`src/rtl/regfile_wb_ctrl_if.sv`:
```
// Bundle of all non-clock/reset signals of the register-file write-back
// controller.
//   master : the pipeline side. It drives the ALU result, load issue, memory
//            response and decode operands.
//   slave  : the controller. It drives load-queue status, the memory response
//            ready, the decode hazard and the register-file write port.
interface regfile_wb_ctrl_if #(
  parameter int XLEN      = 32,
  parameter int LDQ_DEPTH = 4
);
  logic                           alu_valid;
  logic [4:0]                     alu_rd;
  logic [XLEN-1:0]                alu_result;
  logic                           ld_issue_valid;
  logic                           ld_issue_ready;
  logic [4:0]                     ld_rd;
  logic [2:0]                     ld_funct3;
  logic [1:0]                     ld_offset;
  logic                           mem_rvalid;
  logic                           mem_rready;
  logic [XLEN-1:0]                mem_rdata;
  logic [4:0]                     dec_rs1;
  logic [4:0]                     dec_rs2;
  logic [4:0]                     dec_rd;
  logic                           hazard_stall;
  logic [$clog2(LDQ_DEPTH):0]     ld_pending;
  logic                           reg_wr;
  logic [4:0]                     waddr;
  logic [XLEN-1:0]                wdata;

  modport master (
    output alu_valid, alu_rd, alu_result,
    output ld_issue_valid, ld_rd, ld_funct3, ld_offset,
    output mem_rvalid, mem_rdata,
    output dec_rs1, dec_rs2, dec_rd,
    input  ld_issue_ready, mem_rready, hazard_stall, ld_pending,
    input  reg_wr, waddr, wdata
  );

  modport slave (
    input  alu_valid, alu_rd, alu_result,
    input  ld_issue_valid, ld_rd, ld_funct3, ld_offset,
    input  mem_rvalid, mem_rdata,
    input  dec_rs1, dec_rs2, dec_rd,
    output ld_issue_ready, mem_rready, hazard_stall, ld_pending,
    output reg_wr, waddr, wdata
  );
endinterface

```
`src/rtl/regfile_wb_ctrl.sv`:
```
// Register-file write-port controller.
// It merges single-cycle ALU results with in-order load responses. Each load
// response is aligned and sign/zero-extended according to the load type.
// Outstanding loads are tracked in a FIFO, and decode-stage hazards are
// flagged against them.
// Ports:
//   clk_i  : clock; all state updates on the rising edge
//   rst_ni : asynchronous active-low reset
//   bus    : slave side of regfile_wb_ctrl_if (see the interface file)
module regfile_wb_ctrl #(
  parameter int XLEN      = 32,
  parameter int LDQ_DEPTH = 4
) (
  input  logic              clk_i,
  input  logic              rst_ni,
  regfile_wb_ctrl_if.slave  bus
);
  localparam int PTR_W = $clog2(LDQ_DEPTH);
  localparam int CNT_W = PTR_W + 1;

  // Load queue storage
  logic [4:0]           q_rd_q  [LDQ_DEPTH];
  logic [2:0]           q_f3_q  [LDQ_DEPTH];
  logic [1:0]           q_off_q [LDQ_DEPTH];
  logic [LDQ_DEPTH-1:0] q_vld_q;
  logic [PTR_W-1:0]     wr_ptr_q, rd_ptr_q;
  logic [CNT_W-1:0]     count_q, count_d;

  // Skid register for a load response displaced by an ALU write
  logic                 skid_valid_q, skid_valid_d;
  logic [4:0]           skid_rd_q, skid_rd_d;
  logic [XLEN-1:0]      skid_data_q, skid_data_d;

  // Registered write port
  logic                 reg_wr_q, reg_wr_d;
  logic [4:0]           waddr_q, waddr_d;
  logic [XLEN-1:0]      wdata_q, wdata_d;

  logic                 full_s, empty_s, push_s, pop_s;
  logic [XLEN-1:0]      ld_data_s;
  logic                 hazard_s;
  logic                 sel_s;
  logic [4:0]           sel_rd_s;
  logic [XLEN-1:0]      sel_data_s;

  // Align and extend a raw memory word according to the load type.
  function automatic logic [XLEN-1:0] load_extract(input logic [2:0] f3,
                                                   input logic [1:0] off,
                                                   input logic [XLEN-1:0] w);
    logic [7:0]      b;
    logic [15:0]     h;
    logic [XLEN-1:0] r;
    b = w[{off, 3'b000} +: 8];
    h = off[1] ? w[31:16] : w[15:0];
    case (f3)
      3'b000:  r = {{(XLEN-8){b[7]}}, b};
      3'b001:  r = {{(XLEN-16){h[15]}}, h};
      3'b010:  r = w;
      3'b100:  r = {{(XLEN-8){1'b0}}, b};
      3'b101:  r = {{(XLEN-16){1'b0}}, h};
      default: r = w;
    endcase
    return r;
  endfunction

  // True when a nonzero rd matches any decode-stage operand.
  function automatic logic dec_hit(input logic [4:0] rd, input logic [4:0] rs1,
                                   input logic [4:0] rs2, input logic [4:0] drd);
    return (rd != 5'd0) && ((rd == rs1) || (rd == rs2) || (rd == drd));
  endfunction

  assign full_s  = (count_q == CNT_W'(LDQ_DEPTH));
  assign empty_s = (count_q == CNT_W'(0));
  // A full queue never accepts a push, even when the head pops this cycle.
  assign push_s  = bus.ld_issue_valid && !full_s;
  // Responses are blocked while the skid register holds a load result.
  assign pop_s   = bus.mem_rvalid && !empty_s && !skid_valid_q;
  assign ld_data_s = load_extract(q_f3_q[rd_ptr_q], q_off_q[rd_ptr_q], bus.mem_rdata);

  // Write arbitration: ALU, then skid, then the accepted load response.
  always_comb begin
    skid_valid_d = skid_valid_q;
    skid_rd_d    = skid_rd_q;
    skid_data_d  = skid_data_q;
    sel_s        = 1'b0;
    sel_rd_s     = 5'd0;
    sel_data_s   = '0;
    if (bus.alu_valid) begin
      sel_s      = 1'b1;
      sel_rd_s   = bus.alu_rd;
      sel_data_s = bus.alu_result;
      if (pop_s) begin
        skid_valid_d = 1'b1;
        skid_rd_d    = q_rd_q[rd_ptr_q];
        skid_data_d  = ld_data_s;
      end else begin
        skid_valid_d = skid_valid_q;
      end
    end else if (skid_valid_q) begin
      sel_s        = 1'b1;
      sel_rd_s     = skid_rd_q;
      sel_data_s   = skid_data_q;
      skid_valid_d = 1'b0;
    end else if (pop_s) begin
      sel_s      = 1'b1;
      sel_rd_s   = q_rd_q[rd_ptr_q];
      sel_data_s = ld_data_s;
    end else begin
      sel_s = 1'b0;
    end
  end

  // Next write-port values; an x0 destination consumes the source without writing.
  always_comb begin
    reg_wr_d = 1'b0;
    waddr_d  = waddr_q;
    wdata_d  = wdata_q;
    if (sel_s) begin
      reg_wr_d = (sel_rd_s != 5'd0);
      waddr_d  = sel_rd_s;
      wdata_d  = sel_data_s;
    end else begin
      reg_wr_d = 1'b0;
    end
  end

  // Occupancy update from push and pop.
  always_comb begin
    count_d = count_q;
    if (push_s && !pop_s) begin
      count_d = count_q + CNT_W'(1);
    end else if (pop_s && !push_s) begin
      count_d = count_q - CNT_W'(1);
    end else begin
      count_d = count_q;
    end
  end

  // Decode hazard against valid queue entries and the skid register.
  always_comb begin
    hazard_s = skid_valid_q && dec_hit(skid_rd_q, bus.dec_rs1, bus.dec_rs2, bus.dec_rd);
    for (int i = 0; i < LDQ_DEPTH; i++) begin
      if (q_vld_q[i] && dec_hit(q_rd_q[i], bus.dec_rs1, bus.dec_rs2, bus.dec_rd)) begin
        hazard_s = 1'b1;
      end else begin
        hazard_s = hazard_s;
      end
    end
  end

  // Load queue storage, pointers and valid bits.
  always_ff @(posedge clk_i or negedge rst_ni) begin
    if (!rst_ni) begin
      for (int i = 0; i < LDQ_DEPTH; i++) begin
        q_rd_q[i]  <= 5'd0;
        q_f3_q[i]  <= 3'd0;
        q_off_q[i] <= 2'd0;
      end
      q_vld_q  <= '0;
      wr_ptr_q <= '0;
      rd_ptr_q <= '0;
      count_q  <= '0;
    end else begin
      count_q <= count_d;
      if (pop_s) begin
        q_vld_q[rd_ptr_q] <= 1'b0;
        rd_ptr_q          <= rd_ptr_q + PTR_W'(1);
      end
      if (push_s) begin
        q_rd_q[wr_ptr_q]  <= bus.ld_rd;
        q_f3_q[wr_ptr_q]  <= bus.ld_funct3;
        q_off_q[wr_ptr_q] <= bus.ld_offset;
        q_vld_q[wr_ptr_q] <= 1'b1;
        wr_ptr_q          <= wr_ptr_q + PTR_W'(1);
      end
    end
  end

  // Skid register and registered write port.
  always_ff @(posedge clk_i or negedge rst_ni) begin
    if (!rst_ni) begin
      skid_valid_q <= 1'b0;
      skid_rd_q    <= 5'd0;
      skid_data_q  <= '0;
      reg_wr_q     <= 1'b0;
      waddr_q      <= 5'd0;
      wdata_q      <= '0;
    end else begin
      skid_valid_q <= skid_valid_d;
      skid_rd_q    <= skid_rd_d;
      skid_data_q  <= skid_data_d;
      reg_wr_q     <= reg_wr_d;
      waddr_q      <= waddr_d;
      wdata_q      <= wdata_d;
    end
  end

  assign bus.ld_issue_ready = !full_s;
  assign bus.mem_rready     = !empty_s && !skid_valid_q;
  assign bus.hazard_stall   = hazard_s;
  assign bus.ld_pending     = count_q + CNT_W'(skid_valid_q);
  assign bus.reg_wr         = reg_wr_q;
  assign bus.waddr          = waddr_q;
  assign bus.wdata          = wdata_q;
endmodule

```
`src/flat_wrapper.sv`:
```
// flat-port wrapper written by rule: the top's interface ports become plain ports
module regfile_wb_ctrl_flat 
#(
  parameter int XLEN      = 32,
  parameter int LDQ_DEPTH = 4
)
  (clk_i, rst_ni, bus_alu_valid, bus_alu_rd, bus_alu_result, bus_ld_issue_valid, bus_ld_rd, bus_ld_funct3, bus_ld_offset, bus_mem_rvalid, bus_mem_rdata, bus_dec_rs1, bus_dec_rs2, bus_dec_rd, bus_ld_issue_ready, bus_mem_rready, bus_hazard_stall, bus_ld_pending, bus_reg_wr, bus_waddr, bus_wdata);
  regfile_wb_ctrl_if #(.XLEN(XLEN), .LDQ_DEPTH(LDQ_DEPTH)) bus_i ();
  input  logic clk_i;
  input  logic rst_ni;
  input wire logic [$bits(bus_i.alu_valid)-1:0] bus_alu_valid;
  input wire logic [$bits(bus_i.alu_rd)-1:0] bus_alu_rd;
  input wire logic [$bits(bus_i.alu_result)-1:0] bus_alu_result;
  input wire logic [$bits(bus_i.ld_issue_valid)-1:0] bus_ld_issue_valid;
  input wire logic [$bits(bus_i.ld_rd)-1:0] bus_ld_rd;
  input wire logic [$bits(bus_i.ld_funct3)-1:0] bus_ld_funct3;
  input wire logic [$bits(bus_i.ld_offset)-1:0] bus_ld_offset;
  input wire logic [$bits(bus_i.mem_rvalid)-1:0] bus_mem_rvalid;
  input wire logic [$bits(bus_i.mem_rdata)-1:0] bus_mem_rdata;
  input wire logic [$bits(bus_i.dec_rs1)-1:0] bus_dec_rs1;
  input wire logic [$bits(bus_i.dec_rs2)-1:0] bus_dec_rs2;
  input wire logic [$bits(bus_i.dec_rd)-1:0] bus_dec_rd;
  output wire logic [$bits(bus_i.ld_issue_ready)-1:0] bus_ld_issue_ready;
  output wire logic [$bits(bus_i.mem_rready)-1:0] bus_mem_rready;
  output wire logic [$bits(bus_i.hazard_stall)-1:0] bus_hazard_stall;
  output wire logic [$bits(bus_i.ld_pending)-1:0] bus_ld_pending;
  output wire logic [$bits(bus_i.reg_wr)-1:0] bus_reg_wr;
  output wire logic [$bits(bus_i.waddr)-1:0] bus_waddr;
  output wire logic [$bits(bus_i.wdata)-1:0] bus_wdata;
  assign bus_i.alu_valid = bus_alu_valid;
  assign bus_i.alu_rd = bus_alu_rd;
  assign bus_i.alu_result = bus_alu_result;
  assign bus_i.ld_issue_valid = bus_ld_issue_valid;
  assign bus_i.ld_rd = bus_ld_rd;
  assign bus_i.ld_funct3 = bus_ld_funct3;
  assign bus_i.ld_offset = bus_ld_offset;
  assign bus_i.mem_rvalid = bus_mem_rvalid;
  assign bus_i.mem_rdata = bus_mem_rdata;
  assign bus_i.dec_rs1 = bus_dec_rs1;
  assign bus_i.dec_rs2 = bus_dec_rs2;
  assign bus_i.dec_rd = bus_dec_rd;
  assign bus_ld_issue_ready = bus_i.ld_issue_ready;
  assign bus_mem_rready = bus_i.mem_rready;
  assign bus_hazard_stall = bus_i.hazard_stall;
  assign bus_ld_pending = bus_i.ld_pending;
  assign bus_reg_wr = bus_i.reg_wr;
  assign bus_waddr = bus_i.waddr;
  assign bus_wdata = bus_i.wdata;
  regfile_wb_ctrl #(.XLEN(XLEN), .LDQ_DEPTH(LDQ_DEPTH)) u_core (.clk_i(clk_i), .rst_ni(rst_ni), .bus(bus_i));
endmodule
```
`config.mk`:
```
export PLATFORM = sky130hd
export DESIGN_NAME = regfile_wb_ctrl_flat
export DESIGN_NICKNAME = d
export VERILOG_FILES = /design/src/rtl/regfile_wb_ctrl_if.sv /design/src/rtl/regfile_wb_ctrl.sv /design/src/flat_wrapper.sv
export SDC_FILE = /design/constraint.sdc
export NUM_CORES = 1
export LEC_CHECK = 0
export CELL_PAD_IN_SITES_DETAIL_PLACEMENT = 1
export CELL_PAD_IN_SITES_GLOBAL_PLACEMENT = 1
export CORE_AREA = 2 2 149 151
export CTS_BUF_LIST = sky130_fd_sc_hd__clkbuf_4 sky130_fd_sc_hd__clkbuf_8
export DETAILED_ROUTE_END_ITERATION = 10
export DIE_AREA = 0 0 151 153
export DONT_BUFFER_PORTS = 1
export HOLD_SLACK_MARGIN = 0.05
export PLACE_DENSITY_LB_ADDON = 0.1
export SLEW_MARGIN = 20
export SYNTH_ARGS = -nofsm -noshare
export SYNTH_HDL_FRONTEND = slang
export SYNTH_SLANG_ARGS = --single-unit
```
`constraint.sdc`:
```
create_clock -name clk_i -period 3.2 [get_ports clk_i]
set_clock_uncertainty 0.15 [all_clocks]
set_input_delay 0.8 -clock clk_i [delete_from_list [all_inputs] [get_ports clk_i]]
set_output_delay 0.8 -clock clk_i [all_outputs]
set_load 0.05 [all_outputs]
```
Word level (Yosys, flattened, before mapping) --
Cells that the tools add are included.
Cells by class: bitwise gates (word level) 5, reductions and logical operators 44, multiplexer cells 44, div/mod/pow operators 0, $add $sub $neg 5, equal/unequal tests 20, multiply operators 0, shifts and indexed selects 1, magnitude comparators 7
Operators by type and width (number):
- $pmux 32 s4 | 1
- $mux 32 | 3
- $eq 5x5->1 | 15
- $shiftx 32x6->8 | 1
- $mux 5 | 6
- $reduce_bool 5->1 | 6
- $bwmux 20 | 1
- $logic_and 1x1->1 | 19
- $mux 16 | 1
- $mux 3 | 5
- $bwmux 12 | 1
- $mux 1 | 12
- $bmux 5 s2 | 1
- $demux 5 s2 | 1
- $logic_or 1x1->1 | 10
- $eq 3x3->1 const B | 3
- $bwmux 8 | 1
- $mux 4 | 2
- $bmux 3 s2 | 1
- $demux 3 s2 | 1
- $ge 3x3->1 const B | 2
- $logic_not 3->1 | 2
- $lt 2x3->1 const B | 2
- $mux 2 | 3
- other kinds (18) | 26
Storage, ports and cells: word-level logic and storage cells 148, ROM bits 0, bits in latches 0, bits in registers 127, memories 0, memory bits (writable) 0

Longest topological paths before layout --
word-level depth 9, gate-level depth with buffers 10

Worst setup path after synthesis --
Ideal clock, no wire load.
kind input port to output port, start point in bus_dec_rs2[4], end point out bus_hazard_stall, arrival time 2.071 ns, stages 6, data required time 2.250 ns, slack 0.179 ns, buffers on the path 1, cells stage by stage clkbuf_1 -> xnor2_1 -> nand3_1 -> o31ai_1 -> o221ai_1 -> nand4_1
On the way: cells in the longest elaborated chain, start to end 9
RTL lines:
- from (decl) | line flat_wrapper.sv:21 | input wire logic [$bits(bus_i.dec_rs2)-1:0] bus_dec_rs2;
- $eq 5x5->1 | line regfile_wb_ctrl.sv:69 | return (rd != 5'd0) && ((rd == rs1) || (rd == rs2) || (rd == drd));
- $logic_or 1x1->1 (2 in series) | line regfile_wb_ctrl.sv:69
- $logic_and 1x1->1 | line regfile_wb_ctrl.sv:69
- $logic_and 1x1->1 (on tied branches) | line regfile_wb_ctrl.sv:141, regfile_wb_ctrl.sv:143
- $mux 1 (3 in series) | line regfile_wb_ctrl.sv:143 | if (q_vld_q[i] && dec_hit(q_rd_q[i], bus.dec_rs1, bus.dec_rs2, bus.dec_rd)) begin
- $mux 1 (*) | line regfile_wb_ctrl.sv:143
- to (decl) | line flat_wrapper.sv:25 | output wire logic [$bits(bus_i.hazard_stall)-1:0] bus_hazard_stall;
Every way passes the cells marked *; elsewhere a longest branch is shown, timed or not.

Worst setup path in the final report --
start point reg u_core.skid_rd_q[3], end point out bus_hazard_stall
On the way: cells in the longest elaborated chain, start to end 9
RTL lines:
- from (decl) | line regfile_wb_ctrl.sv:31 | logic [4:0] skid_rd_q, skid_rd_d;
- from (signal assigned) | line regfile_wb_ctrl.sv:190 | skid_rd_q <= skid_rd_d;
- $eq 5x5->1 | line regfile_wb_ctrl.sv:69
- $logic_or 1x1->1 (2 in series) | line regfile_wb_ctrl.sv:69
- $logic_and 1x1->1 (*) | line regfile_wb_ctrl.sv:69
- $logic_and 1x1->1 (*) | line regfile_wb_ctrl.sv:141 | hazard_s = skid_valid_q && dec_hit(skid_rd_q, bus.dec_rs1, bus.dec_rs2, bus.dec_rd);
- $mux 1 (*) (4 in series) | line regfile_wb_ctrl.sv:143
Marks and branches as above.

==> summary.txt <==
Synth
  • Share of the synthesized area in the top cell type: 42.8%
  • Most area-hungry cell type in the Yosys netlist: dfrtp_1
  • Syn Area/Cell: 10.7 µm²
  • Number of library cell types mapped by synthesis: 57
  • Post-Syn Area: 0.00742 mm²
  • Number of synthesized flops with an enable pin: 0
  • Dominant register cell in the synthesized netlist: dfrtp_1
  • Fraction of synthesis flops using an asynchronous set or reset pin: 100%
  • Synth Warn #: 0
  • Main area contributors after synthesis: dfrtp_1 (43%), mux2_2 (8.0%), xor2_1 (5.0%), xnor2_1 (4.6%), clkbuf_1 (2.8%)
  • Gate count of the mapped netlist: 695
  • Number of nets in the synthesized netlist: 806
  • Flops & latches, synth: 127
  • Sequential-to-total area share from yosys stat: 42.8%

Placed design
  • Count of buffers from port buffering: 0
  • Placed wire-length estimate: 17600 µm
  • Routability-driven placement congestion ratio: 0.815

Worst setup path
  • Reg-to-Reg End: u_core.skid_data_q[12]$_DFFE_PN0P_
  • Worst-path fanout max: 3
  • Worst path max stage delay: 0.53 ns
  • Master of the slowest instance on the critical path: or4_1
  • Startpoint of the worst register-to-register path: u_core.rd_ptr_q[0]$_DFFE_PN0P_
  • Top cell family by delay on the critical path: simple AND/OR/NAND/NOR gates
  • Worst setup path class: reg2out
  • CP required: 2.25 ns
  • Number of buffers and inverters on the critical path: 1
  • Critical-path cell list: or4_1 -> o21ai_2 -> a31oi_1 -> nor2_1 -> nand4_1 -> buf_12
  • Arrival @ worst endpoint: 2.14 ns
  • Cells on worst reg2reg path: 6
  • Launching element type of the critical path: register
  • Critical path capture point type: output port
  • Worst reg-to-reg setup slack: 0.32 ns

Routing
  • Residual DRC count: 0
  • Vias: 5351
  • Via density per instance: 5.63
  • Count of routing violations after the opening detailed-route iteration: 187
  • Total wire length after detailed routing: 24000 µm
  • Routed metal-1 wirelength: 9590 µm
  • Length of routed met3 wiring: 1740 µm
  • Antenna-violating nets left: 0
  • First-pass detailed-route iteration total: 4
  • Uppermost routed layer: met4
  • Met2 Wirelength: 12200 µm
  • WL per Instance: 25.3 µm

Floorplanning
  • Total die area: 0.0231 mm²
  • Standard-cell row count: 54
  • Die width: 151 µm
  • IO Pins: 143
  • Initial standard-cell utilization of the core: 34.6%
  • Die height: 153 µm
  • Area of the core: 0.0215 mm²

Cells and area
  • Net count reported at finish: 770
  • Layout area overhead: 9.20%
  • Number of antenna cells inserted: 0
  • Commonest cells after routing, fill and taps aside: dfrtp_1 (124), mux2_2 (53), xor2_1 (42)
  • Most common library cell in the layout ignoring fill and taps: dfrtp_1
  • Final design utilization: 37.7%
  • Fraction of layout cells with a size suffix above 1: 19.9%

Timing
  • Max-slew violations: 0
  • Post-Route Hold Slack: -0.119 ns
  • FMAX: 323 MHz
  • Measured slew at the worst slew-check pin: 0.998 ns
  • Time the worst path needs with I/O delays and setup: 3.09 ns
  • Final hold violations: 127
  • Sum of negative setup slack: 0 ns
  • Setup Viol. Count Final: 0
  • Ratio of final minimum period to clock period: 96.7%
  • Tightest slew margin relative to the limit: 33.4%

Clock tree
  • H-tree Lvls: 4
  • Source-to-sink clock delay at the later pin of the worst-skew pair: 0.44 ns
  • Buffers from clock root to sink, at most: 2
  • Inserted Clock Buffers: 17
  • Clock tree from TritonCTS: built
  • Clock Sinks: 127
  • CTS clock-pin slew for the worst setup and hold paths: 0.09 ns
  • Root cell of the clock tree: clkbuf_8

Power
  • Leak: 3.29 nW
  • Highest ir drop seen on vdd: 613 µV
  • Power per cell area: 1160 mW/mm²

Global routing
  • Grt ovf: 0
  • Global-route wire length before repair: 37100 µm
  • Maximum number of pins on one net before global-route repair: 128
  • All-layer global routing usage: 21.5%
  • Vias in the first global route: 5888
  • Number of antenna violations at the first check in global routing: 0

Run status
  • Result of the run: complete, but fails checks
  • Violated checks: negative hold slack

Min path
  • HP Class: in2async

Job
  • Max Cap Violations: 0
stage by stage:
step / power [mW] / hold WS [ns] / cell area (µm²) / cells / worst slack (ns)
detailed placement: 7.83 / 0.325 / 7600 / 918 / 0.282
finish: 9.44 / -0.119 / 8110 / 950 / 0.106
floorplan: 6.64 / 0.289 / 7420 / 695 / 0.179
CTS: 9.51 / -0.142 / 8050 / 948 / 0.0151
global placement: 7.72 / 0.314 / 7600 / 918 / 0.247
global route: 10.1 / -0.154 / 8110 / 950 / -0.0135
flip-flops by register name, indices dropped and copies added, names as in the netlist:
signal	cells
u_core.bus.wdata	32
u_core.skid_data_q	32
u_core.q_rd_q	20
u_core.q_f3_q	12
u_core.q_off_q	8
u_core.bus.waddr	5
u_core.skid_rd_q	5
u_core.q_vld_q	4
u_core.count_q	3
u_core.rd_ptr_q	2
u_core.wr_ptr_q	2
u_core.bus.reg_wr	1
u_core.skid_valid_q	1
worst max path at each step:
stage                     slack [ns]          endpoint                       startpoint  cells after the start
after floorplan                 0.18  bus_hazard_stall                   bus_dec_rs2[4]                      6
after global placement          0.25  bus_hazard_stall                    bus_dec_rd[1]                      7
after detailed placement        0.28  bus_hazard_stall                    bus_dec_rd[1]                      7
after CTS                       0.02  bus_hazard_stall     u_core.q_rd_q[1]$_DFFE_PN0P_                      7
after global routing           -0.01  bus_hazard_stall  u_core.skid_rd_q[3]$_DFFE_PN0P_                      6
final                           0.11  bus_hazard_stall  u_core.skid_rd_q[3]$_DFFE_PN0P_                      6
metal layers:
layer	vias to the layer above	global-route usage, %
li1	2438	-
met1	2746	26.0
met2	140	36.6
met3	27	6.60
met4	0	6.45
met5	-	0
synth_stat cells (5+ instances only):
library cell	number
a211oi_1	17
a21boi_0	7
a21oi_1	20
a221o_1	16
a221oi_1	23
a22o_1	17
a22oi_1	19
buf_1	12
buf_2	6
clkbuf_1	55
dfrtp_1	127
ha_1	11
inv_1	8
mux2_2	53
mux4_1	6
nand2_1	37
nand2b_1	14
nand3_1	15
nor2_1	12
nor2b_1	25
nor3_1	14
o21ai_0	37
o31ai_1	9
or4_1	5
xnor2_1	39
xor2_1	42
cells by family after synthesis:
kind of cell    share of synthesized area, %
compound gates                          17.9
simple gates                            10.2
flops                                   42.8
buf+inv                                 5.24
xor+xnor                                9.56
mux                                     12.1
fa+ha+maj                               2.12
timing repair:
| action | CTS | global route |
|---|---|---|
| gates resized for setup | 3 | 6 |
| endpoints found under the hold margin | 127 | 127 |
| setup buffers | 0 | 2 |
| setup endpoints to repair | 1 | 1 |
worst reg2reg max path: cells and delay by family (launching register included):
kind | cells | cell delay, ns
AND/OR/NAND/NOR | 1 | 0.48
multiplexers | 2 | 0.96
buffers and inverters | 1 | 0.17
AO/OA/AOI/OAI | 2 | 0.42
flip-flops | 1 | 0.62
layout make-up:
cell class	count	area (µm²)
Timing Repair Buffer	25	213
Multi-Input combinational cell	480	3880
Fill cell	2364	13400
Inverter	8	30.0
Sequential cell	127	3180
Clock inverter	13	215
Tap cell	280	350
Clock buffer	17	234
power breakdown:
group          total [mW]  switching [mW]  internal [mW]
Sequential           3.75            1.43           2.32
Combinational        4.05            2.13           1.92
Clock                1.63           0.709          0.926
Total                9.44            4.27           5.16
Note: power is estimated with default switching activity, not from simulation.
==> edit 1, RTL diff (same flow settings) <==
Make the reset (`rst_ni`) synchronous in 2 clocked blocks. Comments in the files are not updated.
--- a/src/rtl/regfile_wb_ctrl.sv
+++ b/src/rtl/regfile_wb_ctrl.sv
@@ -150,5 +150,5 @@
 
   // Load queue storage, pointers and valid bits.
-  always_ff @(posedge clk_i or negedge rst_ni) begin
+  always_ff @(posedge clk_i) begin
     if (!rst_ni) begin
       for (int i = 0; i < LDQ_DEPTH; i++) begin
@@ -178,5 +178,5 @@
 
   // Skid register and registered write port.
-  always_ff @(posedge clk_i or negedge rst_ni) begin
+  always_ff @(posedge clk_i) begin
     if (!rst_ni) begin
       skid_valid_q <= 1'b0;
Formal check against the unedited RTL: differs if rst_ni is asserted again (counterexample within 4 cycles, from zero or initial values and one cycle with rst_ni low); with rst_ni held inactive, the same outputs for 4 cycles.
==> edit 1 against the original RTL <==
Sequential cell count grew 2. Core utilization increased by 0.61 points. Non-clock buffer count is 23 higher. Critical path type unchanged. Area after synthesis fell by 0.22%. Setup slack worse by 0.037 ns. Count of clock-buffer cells in the layout is 4 higher. Total power decreased by 34%. Routed wire length up 9.2%. Sequential share of layout area down 3.0 points. Design area is 1.6% higher.
==> edit 1: results (changes against the original RTL) <==
peak supply drop 0.000291 V (-53%); number of global-route vias before repair 6537 (+11%); synth top area cells dfxtp_1 24%, edfxtp_1 16%, xor2_1 5.0%; Commonest cells post-synth 89 x dfxtp_1, 86 x nand2_1, 66 x a21oi_1, 63 x clkbuf_1, 48 x o21ai_0; #MultiIn Comb 596 (+24%); placed inst area 7660 µm² (+0.82%); # clk buffers 21 (+4); ant diodes 4 (+4); Worst R2R Setup Slack 0.39 ns (+0.07 ns); fill count 2490 (+5.3%); RD Place Congestion 0.811 (-0.55%); NonClk Buf Share 4.57% (+1.9 points); initial antenna violation count 5 (+5); Worst R2R End u_core.bus.wdata[18]$_SDFFE_PN0N_; Pleak 3.04 nW (-7.8%); Critical Path AT 2.18 ns (+0.04 ns); Non-clk invs 9 (+1); CP Launch Point u_core.q_rd_q[0][4]$_SDFFCE_PN0P_; CP max FO 4 (+1); Slew headroom 57.3% (+24 points); Seq cells 129 (+1.6%); total wire length 26200 µm (+9.2%); Syn Nets 924 (+15%); Post-synth EDFFs 40 (+40); initial drt markers 377 (+100%); CP delay by family, top simple AND/OR/NAND/NOR gates; Nets 912 (+18%); register area 2980 µm² (-6.3%); FFs w/ async S/R, synth 0% (-100 points); worst-skew pair later-pin latency 0.45 ns; outcome completed; Total Routing Usage GR 22.7% (+1.3 points); fraction of area in multi-input gates 49.4% (+1.5 points); clk tree area frac 5.04% (-0.50 points); HP Class input pin to register; first-pass GRT wire length 39800 µm (+7.2%); largest net degree at the start of global routing 45 (-65%); library cells used by synthesis 56 (-1.8%); sequential fraction of the synthesis area 40.3% (-2.5 points); worst hold start bus_alu_result[10]; fraction of area in registers 36.2% (-3.0 points); Critical Path Max Stage Delay 0.53 ns (about the same); Non-CTS buffers 48 (+92%); H-Tree Depth 4 (unchanged); Via Count 6224 (+16%); Synth Cell Area 7410 µm² (-0.22%); Crit-path slowest cell edfxtp_1; layout cell share with drive strength beyond 1 14.6% (-5.2 points); sw frac 42.2% (-3.1 points); clk buf depth 2 (unchanged); Post-DP HPWL 19200 µm (+9.2%)
## edit 1: metrics by stage
stage                     TNS (ns)  power [mW]  hold slack, ns  instances  setup slack, ns
after floorplan                  0        4.18           0.306        813            0.182
after global placement           0        4.68           0.316       1044            0.344
after detailed placement         0        4.75           0.323       1044            0.333
after CTS                        0        6.25           0.309       1078           0.0109
after global routing       -0.0325        6.60           0.319       1096          -0.0325
final                            0        6.22           0.333       1098           0.0697
## edit 1: routing by layer
| layer | wire [µm] | vias to the layer above | track usage [%] |
|---|---|---|---|
| li1 | - | 2919 | - |
| met1 | 11200 | 3106 | 29.0 |
| met2 | 13100 | 174 | 38.2 |
| met3 | 1610 | 23 | 5.07 |
| met4 | 353 | 2 | 6.99 |
| met5 | 13 | - | 0 |
## edit 1: worst max-delay path by stage
stage | to | slack, ns | depth (start not counted)
after floorplan | bus_hazard_stall | 0.18 | 6
after global placement | bus_hazard_stall | 0.34 | 6
after detailed placement | bus_hazard_stall | 0.33 | 6
after CTS | bus_hazard_stall | 0.01 | 6
after global routing | bus_hazard_stall | -0.03 | 6
final | bus_hazard_stall | 0.07 | 6
## edit 1: power groups by stage
stage / sequential, mW / clock (mW) / combinational, mW
detailed placement: 2.62 / 0 / 2.14
global route: 2.61 / 1.59 / 2.40
global placement: 2.60 / 0 / 2.08
CTS: 2.58 / 1.51 / 2.16
floorplan: 2.48 / 0 / 1.70
finish: 2.57 / 1.48 / 2.18
## edit 1: cell families after synthesis
kind of cell               synth area share [%]
and+or+nand+nor                            16.3
buffers and inverters                      4.98
AOI/OAI and AO/OA                          21.2
adders and majority gates                  2.13
DFF                                        40.3
xor gates and xnor gates                   9.46
muxes                                      5.62
## edit 1: what timing repair did
item,CTS,global route
gates resized for setup,0,5
pin swaps,0,3
buffers inserted,2,16
endpoints found under the setup margin,1,1
==> edit 2, RTL diff (config.mk and constraints unchanged) <==
Without the edit above. `LDQ_DEPTH` is set to 4 in 3 places; all go to 8.
--- a/src/rtl/regfile_wb_ctrl_if.sv
+++ b/src/rtl/regfile_wb_ctrl_if.sv
@@ -7,5 +7,5 @@
 interface regfile_wb_ctrl_if #(
   parameter int XLEN      = 32,
-  parameter int LDQ_DEPTH = 4
+  parameter int LDQ_DEPTH = 8
 );
   logic                           alu_valid;
--- a/src/rtl/regfile_wb_ctrl.sv
+++ b/src/rtl/regfile_wb_ctrl.sv
@@ -10,5 +10,5 @@
 module regfile_wb_ctrl #(
   parameter int XLEN      = 32,
-  parameter int LDQ_DEPTH = 4
+  parameter int LDQ_DEPTH = 8
 ) (
   input  logic              clk_i,
--- a/src/flat_wrapper.sv
+++ b/src/flat_wrapper.sv
@@ -3,5 +3,5 @@
 #(
   parameter int XLEN      = 32,
-  parameter int LDQ_DEPTH = 4
+  parameter int LDQ_DEPTH = 8
 )
   (clk_i, rst_ni, bus_alu_valid, bus_alu_rd, bus_alu_result, bus_ld_issue_valid, bus_ld_rd, bus_ld_funct3, bus_ld_offset, bus_mem_rvalid, bus_mem_rdata, bus_dec_rs1, bus_dec_rs2, bus_dec_rd, bus_ld_issue_ready, bus_mem_rready, bus_hazard_stall, bus_ld_pending, bus_reg_wr, bus_waddr, bus_wdata);
Ports: changed (resized bus_ld_pending); port bits go from 143 to 144. No check against the original RTL was run, so the function may have changed too.
==> edit 2 against the original RTL <==
Area after synthesis is 43% higher. Total power is 45% higher. Routed wire length is 36% higher. Setup slack worse by 0.19 ns. The flow finishes with violations (negative hold slack, negative setup slack). Cell count is 39% higher. Sequential cell count is 47 higher. Design area is 42% higher. Highest routed layer unchanged.
==> edit 2: results (changes against the original RTL) <==
outcome complete, but fails checks; failing checks negative hold slack, negative setup slack; number of global-route vias before repair 8633 (+47%); Final Hold Slack -0.140 ns (-0.0214 ns); initial drt markers 588 (+210%); CP max FO 2 (-1); GRT met2 Usage 46.1% (+9.6 points); Syn Nets 1156 (+43%); mux cell area share after synthesis 16.7% (+4.6 points); peak supply drop 0.000450 V (-27%); Commonest cells post-synth 174 x dfrtp_1, 91 x mux2_2, 78 x nand2_1, 78 x xor2_1, 71 x clkbuf_1; RD Place Congestion 0.841 (+3.1%); total negative slack -0.0827 ns (-0.0827 ns); Pleak 4.63 nW (+40%); drt pass-1 iters 6 (+2); wl on met1 14500 µm (+51%); largest net degree at the start of global routing 175 (+37%); library cells used by synthesis 56 (-1.8%); Worst Slack Setup Final -0.0827 ns (-0.189 ns); CP Launch Point u_core.q_rd_q[26]$_DFFE_PN0P_; Critical Path AT 2.33 ns (+0.19 ns); Nets 1134 (+47%); final setup fails 1 (+1); layout cell share with drive strength beyond 1 23.5% (+3.6 points); Clock transition at path regs 0.11 ns (+0.02 ns); placed inst area 11000 µm² (+45%); fill count 2346 (-0.76%); Post-DP HPWL 23200 µm (+32%); Slew headroom 53.9% (+21 points); Crit-path slowest cell or4_4; first-pass GRT wire length 51000 µm (+38%); GR Util met3 5.40% (-1.2 points); synth top area cells dfrtp_1 41%, mux2_2 9.6%, xor2_1 6.4%; Final Hold Vio Count 174 (+37%); Total Routing Usage GR 28.7% (+7.2 points); met1 GRT Util 40.2% (+14 points); post-synthesis instance total 1049 (+51%); sequential fraction of the synthesis area 40.9% (-1.9 points); Post-Synth XOR/XNOR Area 11.9% (+2.4 points)
-- edit 2: per-stage QoR --
stage	utilization [%]	hold WS, ns	total power [mW]
global route	53.8	-0.175	14.6
finish	53.8	-0.140	13.7
CTS	53.5	-0.165	13.6
detailed placement	51.4	0.329	12.0
floorplan	-	0.300	9.93
global placement	51.4	0.316	11.7
-- edit 2: where the power goes --
part           switching (mW)  internal, mW
combinational            3.60          3.37
sequential               1.95          3.25
clock                   0.894         0.664
total                    6.44          7.28
-- edit 2: what timing repair did --
action,in CTS,in global routing
pin swaps,2,3
setup buffers,5,2
endpoints found under the hold margin,174,174
endpoints found under the setup margin,1,7
gates cloned,0,0
resized for setup,12,11
-- edit 2: cell type report --
class	instances	area share, %
Tap cell	280	3.03
Timing Repair Buffer	69	4.59
Inverter	11	0.357
Sequential cell	174	37.8
Multi-Input combinational cell	754	50.9
Clock buffer	19	2.21
Clock inverter	13	1.13
-- edit 2: worst paths after layout --
path / slack [ns] / cells past startpoint / to
worst max-delay path: -0.08 / 6 / bus_hazard_stall
worst min-delay path: -0.14 / 0 / u_core.q_rd_q[35]$_DFFE_PN0P_
worst max register to register: 0.18 / 7 / u_core.skid_data_q[26]$_DFFE_PN0P_
worst min register to register: 0.35 / 2 / u_core.skid_data_q[8]$_DFFE_PN0P_
max in group asynchronous: 2.72 / 0 / u_core.q_rd_q[33]$_DFFE_PN0P_
min in group clk_i: 0.31 / 1 / u_core.bus.waddr[3]$_DFFE_PN0P_
-- edit 2: worst reg2reg max path, cell delays in order (launching register included) --
cell	delay, ns
dfrtp_1	0.58
mux2_2	0.38
mux4_2	0.63
mux2i_4	0.28
mux2i_2	0.36
a21oi_4	0.09
buf_4	0.21
a211oi_1	0.25
